==> src/rtl/registerfile_param.sv <==
// registerfile_param: parametrised register file for the single-cycle core.
// It holds NUM_REGS x DATA_WIDTH registers, with two combinational read ports
// and one synchronous write port. x0 reads as zero. Register SP_INDEX resets
// and clears to SP_RESET_VALUE.
//
// A sequenced bulk-clear engine (IDLE -> CLEAR -> DONE) re-initialises every
// register, one per cycle, without a global reset. While the engine is busy,
// writes and new clear requests are dropped. Reads keep returning the current
// contents.
//
// Optional build macro: REGFILE_WRITE_BYPASS_EN. When it is defined, a read of
// the register being written in the same cycle returns writedata (same-cycle
// forwarding).
//
// Ports:
//   clk                       system clock, rising edge
//   reset                     asynchronous reset, active low
//   regwrite                  write enable (honoured only in IDLE)
//   writeregister/writedata   write index / write data
//   readregister1/2           read indices
//   readdata1/2               combinational read data
//   clear_req                 bulk-clear request (sampled only in IDLE)
//   clear_busy                high in CLEAR and DONE
//   clear_done                registered one-cycle pulse in DONE

// One storage element. The clear strobe loads the same value as reset.
module registerfile_param_cell #(
  parameter int                    DATA_WIDTH = 32,
  parameter logic [DATA_WIDTH-1:0] RST_VAL    = '0
) (
  input  logic                  clk,
  input  logic                  reset,
  input  logic                  i_we,
  input  logic                  i_clr,
  input  logic [DATA_WIDTH-1:0] i_d,
  output logic [DATA_WIDTH-1:0] o_q
);
  logic [DATA_WIDTH-1:0] r_q;

  always_ff @(posedge clk or negedge reset) begin
    if (!reset)     r_q <= RST_VAL;
    else if (i_clr) r_q <= RST_VAL;
    else if (i_we)  r_q <= i_d;
  end

  assign o_q = r_q;
endmodule

module registerfile_param #(
  parameter int          DATA_WIDTH     = 32,
  parameter int          NUM_REGS       = 32,
  parameter int          SP_INDEX       = 2,
  parameter logic [31:0] SP_RESET_VALUE = 32'h7FFF_EFFC,
  localparam int         ADDR_WIDTH     = $clog2(NUM_REGS)
) (
  input  logic                  clk,
  input  logic                  reset,
  input  logic                  regwrite,
  input  logic [ADDR_WIDTH-1:0] writeregister,
  input  logic [DATA_WIDTH-1:0] writedata,
  input  logic [ADDR_WIDTH-1:0] readregister1,
  input  logic [ADDR_WIDTH-1:0] readregister2,
  input  logic                  clear_req,
  output logic [DATA_WIDTH-1:0] readdata1,
  output logic [DATA_WIDTH-1:0] readdata2,
  output logic                  clear_busy,
  output logic                  clear_done
);
  // The stack-pointer value is truncated or zero-extended to the register width.
  localparam logic [DATA_WIDTH-1:0] SP_RST   = DATA_WIDTH'(SP_RESET_VALUE);
  localparam logic [ADDR_WIDTH-1:0] LAST_IDX = ADDR_WIDTH'(NUM_REGS - 1);

  typedef enum logic [1:0] {S_IDLE, S_CLEAR, S_DONE} state_t;

  state_t                r_state, w_state_nxt;
  logic [ADDR_WIDTH-1:0] r_idx;
  logic                  r_done;
  logic                  w_idle;
  logic                  w_wr_en;

  logic [NUM_REGS-1:0][DATA_WIDTH-1:0] w_regs;

  assign w_idle  = (r_state == S_IDLE);
  assign w_wr_en = regwrite && w_idle && (writeregister != '0);

  // x0 has no storage element.
  assign w_regs[0] = '0;

  for (genvar gi = 1; gi < NUM_REGS; gi++) begin : g_reg
    localparam logic [ADDR_WIDTH-1:0] IDX = ADDR_WIDTH'(gi);

    registerfile_param_cell #(
      .DATA_WIDTH (DATA_WIDTH),
      .RST_VAL    ((gi == SP_INDEX) ? SP_RST : '0)
    ) u_cell (
      .clk   (clk),
      .reset (reset),
      .i_we  (w_wr_en && (writeregister == IDX)),
      .i_clr ((r_state == S_CLEAR) && (r_idx == IDX)),
      .i_d   (writedata),
      .o_q   (w_regs[gi])
    );
  end

  // Clear sequencer: next-state logic.
  always_comb begin
    w_state_nxt = r_state;
    case (r_state)
      S_IDLE:  if (clear_req)          w_state_nxt = S_CLEAR;
      S_CLEAR: if (r_idx == LAST_IDX)  w_state_nxt = S_DONE;
      S_DONE:                          w_state_nxt = S_IDLE;
      default:                         w_state_nxt = S_IDLE;
    endcase
  end

  // The index stops at the last register rather than wrapping, because the
  // FSM leaves CLEAR on that same edge.
  always_ff @(posedge clk or negedge reset) begin
    if (!reset) begin
      r_state <= S_IDLE;
      r_idx   <= ADDR_WIDTH'(1);
      r_done  <= 1'b0;
    end else begin
      r_state <= w_state_nxt;
      r_done  <= (w_state_nxt == S_DONE);
      if (w_idle && clear_req)
        r_idx <= ADDR_WIDTH'(1);
      else if ((r_state == S_CLEAR) && (r_idx != LAST_IDX))
        r_idx <= r_idx + 1'b1;
    end
  end

  assign clear_busy = !w_idle;
  assign clear_done = r_done;

  // Read ports
  always_comb begin
    readdata1 = w_regs[readregister1];
    readdata2 = w_regs[readregister2];
`ifdef REGFILE_WRITE_BYPASS_EN
    // w_wr_en already excludes index 0, so x0 still reads zero.
    if (w_wr_en && (readregister1 == writeregister)) readdata1 = writedata;
    if (w_wr_en && (readregister2 == writeregister)) readdata2 = writedata;
`endif
  end
endmodule

==> config.mk <==
export PLATFORM = sky130hd
export DESIGN_NAME = registerfile_param
export DESIGN_NICKNAME = d
export VERILOG_FILES = /design/src/rtl/registerfile_param.sv
export SDC_FILE = /design/constraint.sdc
export NUM_CORES = 2
export LEC_CHECK = 0
export ABC_AREA = 0
export CAP_MARGIN = 20
export CELL_PAD_IN_SITES_DETAIL_PLACEMENT = 0
export CELL_PAD_IN_SITES_GLOBAL_PLACEMENT = 1
export CORE_ASPECT_RATIO = 1.75
export CORE_MARGIN = 2
export CORE_UTILIZATION = 53
export DETAILED_ROUTE_END_ITERATION = 12
export GPL_ROUTABILITY_DRIVEN = 0
export PLACE_DENSITY_LB_ADDON = 0.1
export REMOVE_ABC_BUFFERS = 1
export SLEW_MARGIN = 20
export SYNTH_ARGS = -nofsm -noshare
export SYNTH_HDL_FRONTEND = slang
export SYNTH_SLANG_ARGS = --single-unit
==> constraint.sdc <==
create_clock -name clk -period 2.6 [get_ports clk]
set_input_delay 0.26 -clock clk [delete_from_list [all_inputs] [get_ports clk]]
set_output_delay 0.26 -clock clk [all_outputs]
set_load 0.02 [all_outputs]
# [Yosys cells after proc, flatten, opt, wreduce, memory -nomap -nowiden]
# Index checks and enable logic that the tools add are counted.
# W data, S select, Z words.
[classes] add_sub_neg=1 magnitude_cmp=2 eq_ne=65 n_mux=71 n_reduce_logical=101
[ops] operator="$mux W32" count=64
[ops] operator="$bmux W32 S5" count=2
[ops] operator="$eq A5 B5 Y1 const B" count=32
[ops] operator="$eq A5 B4 Y1 const B" count=16
[ops] operator="$logic_and A1 B1 Y1" count=66
[ops] operator="$reduce_bool A2 Y1" count=32
[ops] operator="$eq A5 B3 Y1 const B" count=8
[ops] operator="$eq A5 B2 Y1 const B" count=4
[ops] operator="$lt A5 B6 Y1 const B" count=2
[ops] operator="$eq A5 B1 Y1 const B" count=2
[ops] operator="$mux W5" count=2
[ops] operator="$add A5 B1 Y5 const B" count=1
[ops] operator="$ne A5 B5 Y1 const B" count=1
[ops] operator="$reduce_bool A5 Y1" count=1
[ops] operator="$mux W2" count=2
[ops] operator="$pmux W2 S2" count=1
[ops] operator="$eq A2 B1 Y1 const B" count=1
[ops] operator="$eq A2 B2 Y1 const B" count=1
[ops] operator="$logic_not A2 Y1" count=1
[ops] operator="$logic_not A1 Y1" count=1
[totals] regBits=1000 input_bits=51 output_inout_bits=66 wordCells=274

# [Longest topological paths before layout]
[logic_depth] word_depth=6 depth_mapped=9 ltp_nobuf=7

# [Modules after synthesis]
# From an unflattened synthesis, not the netlist that was laid out.
[hier_totals] hier_cells=4752 area_unflattened_um2=58165.8
[modules_own_cells] mod="registerfile_param_cell (g_reg[10].u_cell ...)" instances=30 cells_per_inst=103 area_each_um2=1323.8 seq_area_each_um2=800.8
[modules_own_cells] mod="registerfile_param" instances=1 cells_per_inst=1557 area_each_um2=17057.6 seq_area_each_um2=201.4
[modules_own_cells] mod="registerfile_param_cell (g_reg[2].u_cell)" instances=1 cells_per_inst=105 area_each_um2=1395.1 seq_area_each_um2=835.8

# [Least setup slack after synthesis]
# OpenSTA, ideal clock, no wires.
[synth_path] path_kind="input to output" start="in readregister1[0]" end="out readdata1[10]" arrival_time_ns=2.052 required_ns=2.340 path_slack_ns=0.288 stages=8 path_buffers=5 path_cell_list="buf_2 > buf_2 > buf_4 > buf_4 > buf_1 > a22o_1 > a211oi_1 > o31ai_1"
[synth_between] elab_chain_len=2
[synth_rtl] element="start, declared" line_no="61" source="input logic [ADDR_WIDTH-1:0] readregister1,"
[synth_rtl] element="$bmux W32 S5" line_no="138" source="readdata1 = w_regs[readregister1];"
[synth_rtl] element="$mux W32 (not written as such)" line_no="138"
[synth_rtl] element="end, declared" line_no="64" source="output logic [DATA_WIDTH-1:0] readdata1,"
# No other way between the ends. The select of a mux whose other input is x is not followed.

# [Worst setup path in the final report]
[layout_path] start="reg g_reg[31].u_cell.r_q[27]" end="out readdata1[27]"
[layout_between] elab_chain_len=2
[layout_rtl] element="start, declared" line_no="38" source="logic [DATA_WIDTH-1:0] r_q;"
[layout_rtl] element="start signal, assigned" line_no="43" source="else if (i_we) r_q <= i_d;"
[layout_rtl] element="$bmux W32 S5" line_no="138"
[layout_rtl] element="$mux W32 (not written as such)" line_no="138"
# No other way between the ends. The select of a mux whose other input is x is not followed.

==> reports/results.tsv <==
stage	metric	value	unit
die	DIE WIDTH	242	µm
final_layout	layout cell share with drive strength beyond 1	0.338	
setup_path	Critical Path, Cell by Cell	mux4_2, a22o_1, o21ai_0, buf_4, o31ai_1, buf_2	
power	Max VDD drop	0.574	mV
route	DR vias	41900	
logic_synthesis	Distinct cells, synth	39	
logic_synthesis	Post-Syn Area	52400	µm²
power	internal power	32.0	mW
power	combinational share of power	0.254	
placement	I/O Buffers	116	
hold_path	HP Class	in -> async	
setup_path	CP Launch Type	flop	
power	Clock Power Share	0.321	
setup_path	crit end category	output pin	
die	Initial Utilization	0.535	
die	io pins	117	
route	DRC	0	
route	remaining antenna violation count	0	
logic_synthesis	share of the synthesized area in the top cell type	0.464	
cts	CTS Sinks	1000	
cts	root buffer cell	clkbuf_16	
sta	Worst-Margin Slew	0.892	ns
cts	clk buf depth	3	
outcome	failing checks	setup timing	
outcome	status	complete, but fails checks	
final_layout	Layout Area Growth over Synthesis	21.5	%
power	Sw Share	0.309	
setup_path	WP data required	2.34	ns
setup_path	Reg2Reg Depth	6	
global_route	largest net degree at the start of global routing	100	
setup_path	worst r2r src	r_idx[0]	
setup_path	critical path type	reg -> out	
setup_path	Buf/Inv on CP	2	
flow_run	MaxCap Viol Count	0	
power	Switch Pwr	14.3	mW
setup_path	Worst path top cell family by delay	compound AO/OA/AOI/OAI gates	
logic_synthesis	ys flop type	dfrtp_1	
placement	dpl hpwl	124000	µm
sta	Hold Fails Final Rpt	0	
sta	Max Clock Skew	0.0247	ns
sta	Tmin final	2.78	ns
final_layout	Fillers	7208	
setup_path	crit path DAT	2.52	ns
sta	Final period util	1.07	
logic_synthesis	Synth area leader	dfrtp_1	
global_route	initial antenna violation count	5	
cts	CTS clk-pin slew, worst paths	0.07	ns
logic_synthesis	number of flops mapped to enable cells by yosys	0	
logic_synthesis	Avg Cell Area, Syn	13.4	µm²
sta	post-route setup slack	-0.184	ns
die	row cnt	152	
global_route	gr ovfl total	0	
sta	Setup-failing EPs final	53	
logic_synthesis	Syn. warnings	0	
logic_synthesis	top-count cell post-synth	a22o_1	
logic_synthesis	number of synthesized register bits	1000	
setup_path	max incr delay on CP	0.49	ns
power	sequential fraction of design power	0.424	
power	P_leak	28.8	nW
cts	Clock Latency Late Sink	0.71	ns
setup_path	Reg2Reg Capture Point	g_reg[28].u_cell.o_q[12]	
global_route	first-pass GRT wire length	291000	µm
die	Vert. Die Dim	420	µm
setup_path	flop2flop setup slack	0.20	ns
sta	f_max	359	MHz
route	routed length per instance	35.2	µm
cts	CTS tree	done	
die	core area	97900	µm²
cts	Inserted Clock Buffers	95	
sta	max_slew headroom	0.404	
route	Vias/cell	7.51	
logic_synthesis	largest cells by area after synthesis	dfrtp_1, a22o_1, mux4_2	
route	Total Wirelength	197000	µm
sta	final slew viol count	0	
logic_synthesis	post-synthesis cell count	3920	
route	DR iter-0 viols	5067	
die	DIE AREA	101000	µm²
global_route	total global-route track usage	0.387	
route	Pre-Repair DR Iteration Count	5	
logic_synthesis	top cells by count, synth	a22o_1, dfrtp_1, mux4_2, clkbuf_1, mux2i_1	
logic_synthesis	sequential element share of the synthesized area	0.478	
cts	CTS H-tree lvls	3	
final_layout	fin nets	4257	
final_layout	final core occ	0.650	
global_route	vias in the first global route	43500	
placement	dpl ws	-0.612	ns
setup_path	peak fanout along the critical path	3	
sta	RSZ-0062 raised after global routing	true	
logic_synthesis	Async S/R FF share, synth	1.00	
setup_path	CP max-delay cell	mux4_2	
power	P per Cell Area	728	nW/µm²
stage by stage:
step	std cells	setup TNS [ns]	hold slack, ns	total power [mW]	cell area, µm²
global route	5583	-5.78	0.152	47.8	63600
global placement	5313	-11.39	0.260	30.0	58400
detailed placement	5313	-12.22	0.264	30.5	58400
finish	5583	-3.16	0.129	46.3	63600
floorplan	3409	-558.09	-0.0356	24.8	50200
CTS	5521	-5.21	0.108	45.9	62800
layout by cell type (no fill, tap or decap), types with 5 or more instances in the layout:
| cell | instances |
|---|---|
| buf_6 | 78 |
| buf_2 | 13 |
| clkbuf_1 | 23 |
| dfstp_2 | 29 |
| and2_1 | 65 |
| buf_12 | 114 |
| clkdlybuf4s50_1 | 41 |
| nor3_4 | 31 |
| a211oi_2 | 19 |
| dfrtp_1 | 971 |
| a211oi_1 | 45 |
| a22o_1 | 1122 |
| bufinv_16 | 11 |
| o21ai_2 | 19 |
| inv_1 | 6 |
| mux2_2 | 64 |
| clkbuf_8 | 21 |
| o31ai_4 | 48 |
| o21ai_1 | 42 |
| and3_1 | 9 |
| buf_4 | 424 |
| buf_8 | 7 |
| a21oi_1 | 6 |
| buf_16 | 8 |
| a21oi_4 | 29 |
| o21ai_0 | 34 |
| ha_1 | 7 |
| o31ai_1 | 13 |
| mux4_2 | 384 |
| nand3_1 | 29 |
| clkbuf_16 | 100 |
| o22ai_1 | 64 |
| clkinv_2 | 19 |
| nand2_1 | 137 |
| nor2b_4 | 5 |
| mux2i_1 | 194 |
state kept, by name, indices dropped and copies added (netlist names):
| signal | flops |
|---|---|
| clear_done | 1 |
| r_idx | 5 |
| g.u_cell.o_q | 992 |
| r_state | 2 |
metal layers:
layer,GRT usage,part of all wire,up-vias
met5,0,0.000066,-
met2,0.609,0.47,3094
met1,0.491,0.36,21700
met3,0.0963,0.11,791
met4,0.223,0.062,2
li1,-,-,16300
how the worst max path moves through the flow:
| stage | start | end | slack (ns) | cells after the start |
|---|---|---|---|---|
| final | g_reg[31].u_cell.o_q[27] | readdata1[27] | -0.18 | 6 |
| after global routing | g_reg[31].u_cell.o_q[13] | readdata1[13] | -0.23 | 7 |
| after CTS | g_reg[31].u_cell.o_q[13] | readdata1[13] | -0.20 | 7 |
| after detailed placement | readregister1[0] | readdata1[14] | -0.61 | 9 |
| after global placement | readregister1[0] | readdata1[14] | -0.63 | 9 |
| after floorplan | r_state[0] | g_reg[11].u_cell.o_q[0] | -0.96 | 4 |
layout make-up:
cell class                 instances  area, µm²  area share
clock inverter                    31        433     0.00680
multi-input combinational       2403      26400       0.415
timing repair buffer             693       7300       0.115
sequential                      1000      25100       0.394
clock buffer                     139       2780      0.0436
tap                             1309       1640      0.0257
inverter                           6       22.5    0.000354
antenna                            2       5.00   0.0000787
repair_timing:
action | 4_1_cts | 5_1_grt
endpoints found under the hold margin | 128 | 0
gates resized for setup | 436 | 65
setup endpoints to repair | 64 | 64
buffers inserted | 43 | 58
cloned | 1 | 3
pin swaps | 112 | 50
hold buffers | 1 | 0
logic make-up after synthesis:
| family | count (synthesis) | share of synthesized area |
|---|---|---|
| AOI/OAI and AO/OA | 1452 | 0.228 |
| buffers and inverters | 517 | 0.0428 |
| DFF | 1000 | 0.478 |
| muxes | 642 | 0.216 |
| and+or+nand+nor | 302 | 0.0333 |
| adders and majority gates | 7 | 0.00167 |
power by group through the flow:
stage	Clock [mW]	Combinational (mW)	Sequential [mW]
after floorplan	0	5.63	19.2
after global placement	0	10.4	19.6
after detailed placement	0	10.7	19.8
after CTS	15.1	11.2	19.6
after global routing	15.7	12.3	19.9
final	14.9	11.8	19.6
(Power assumes the default switching activity.)
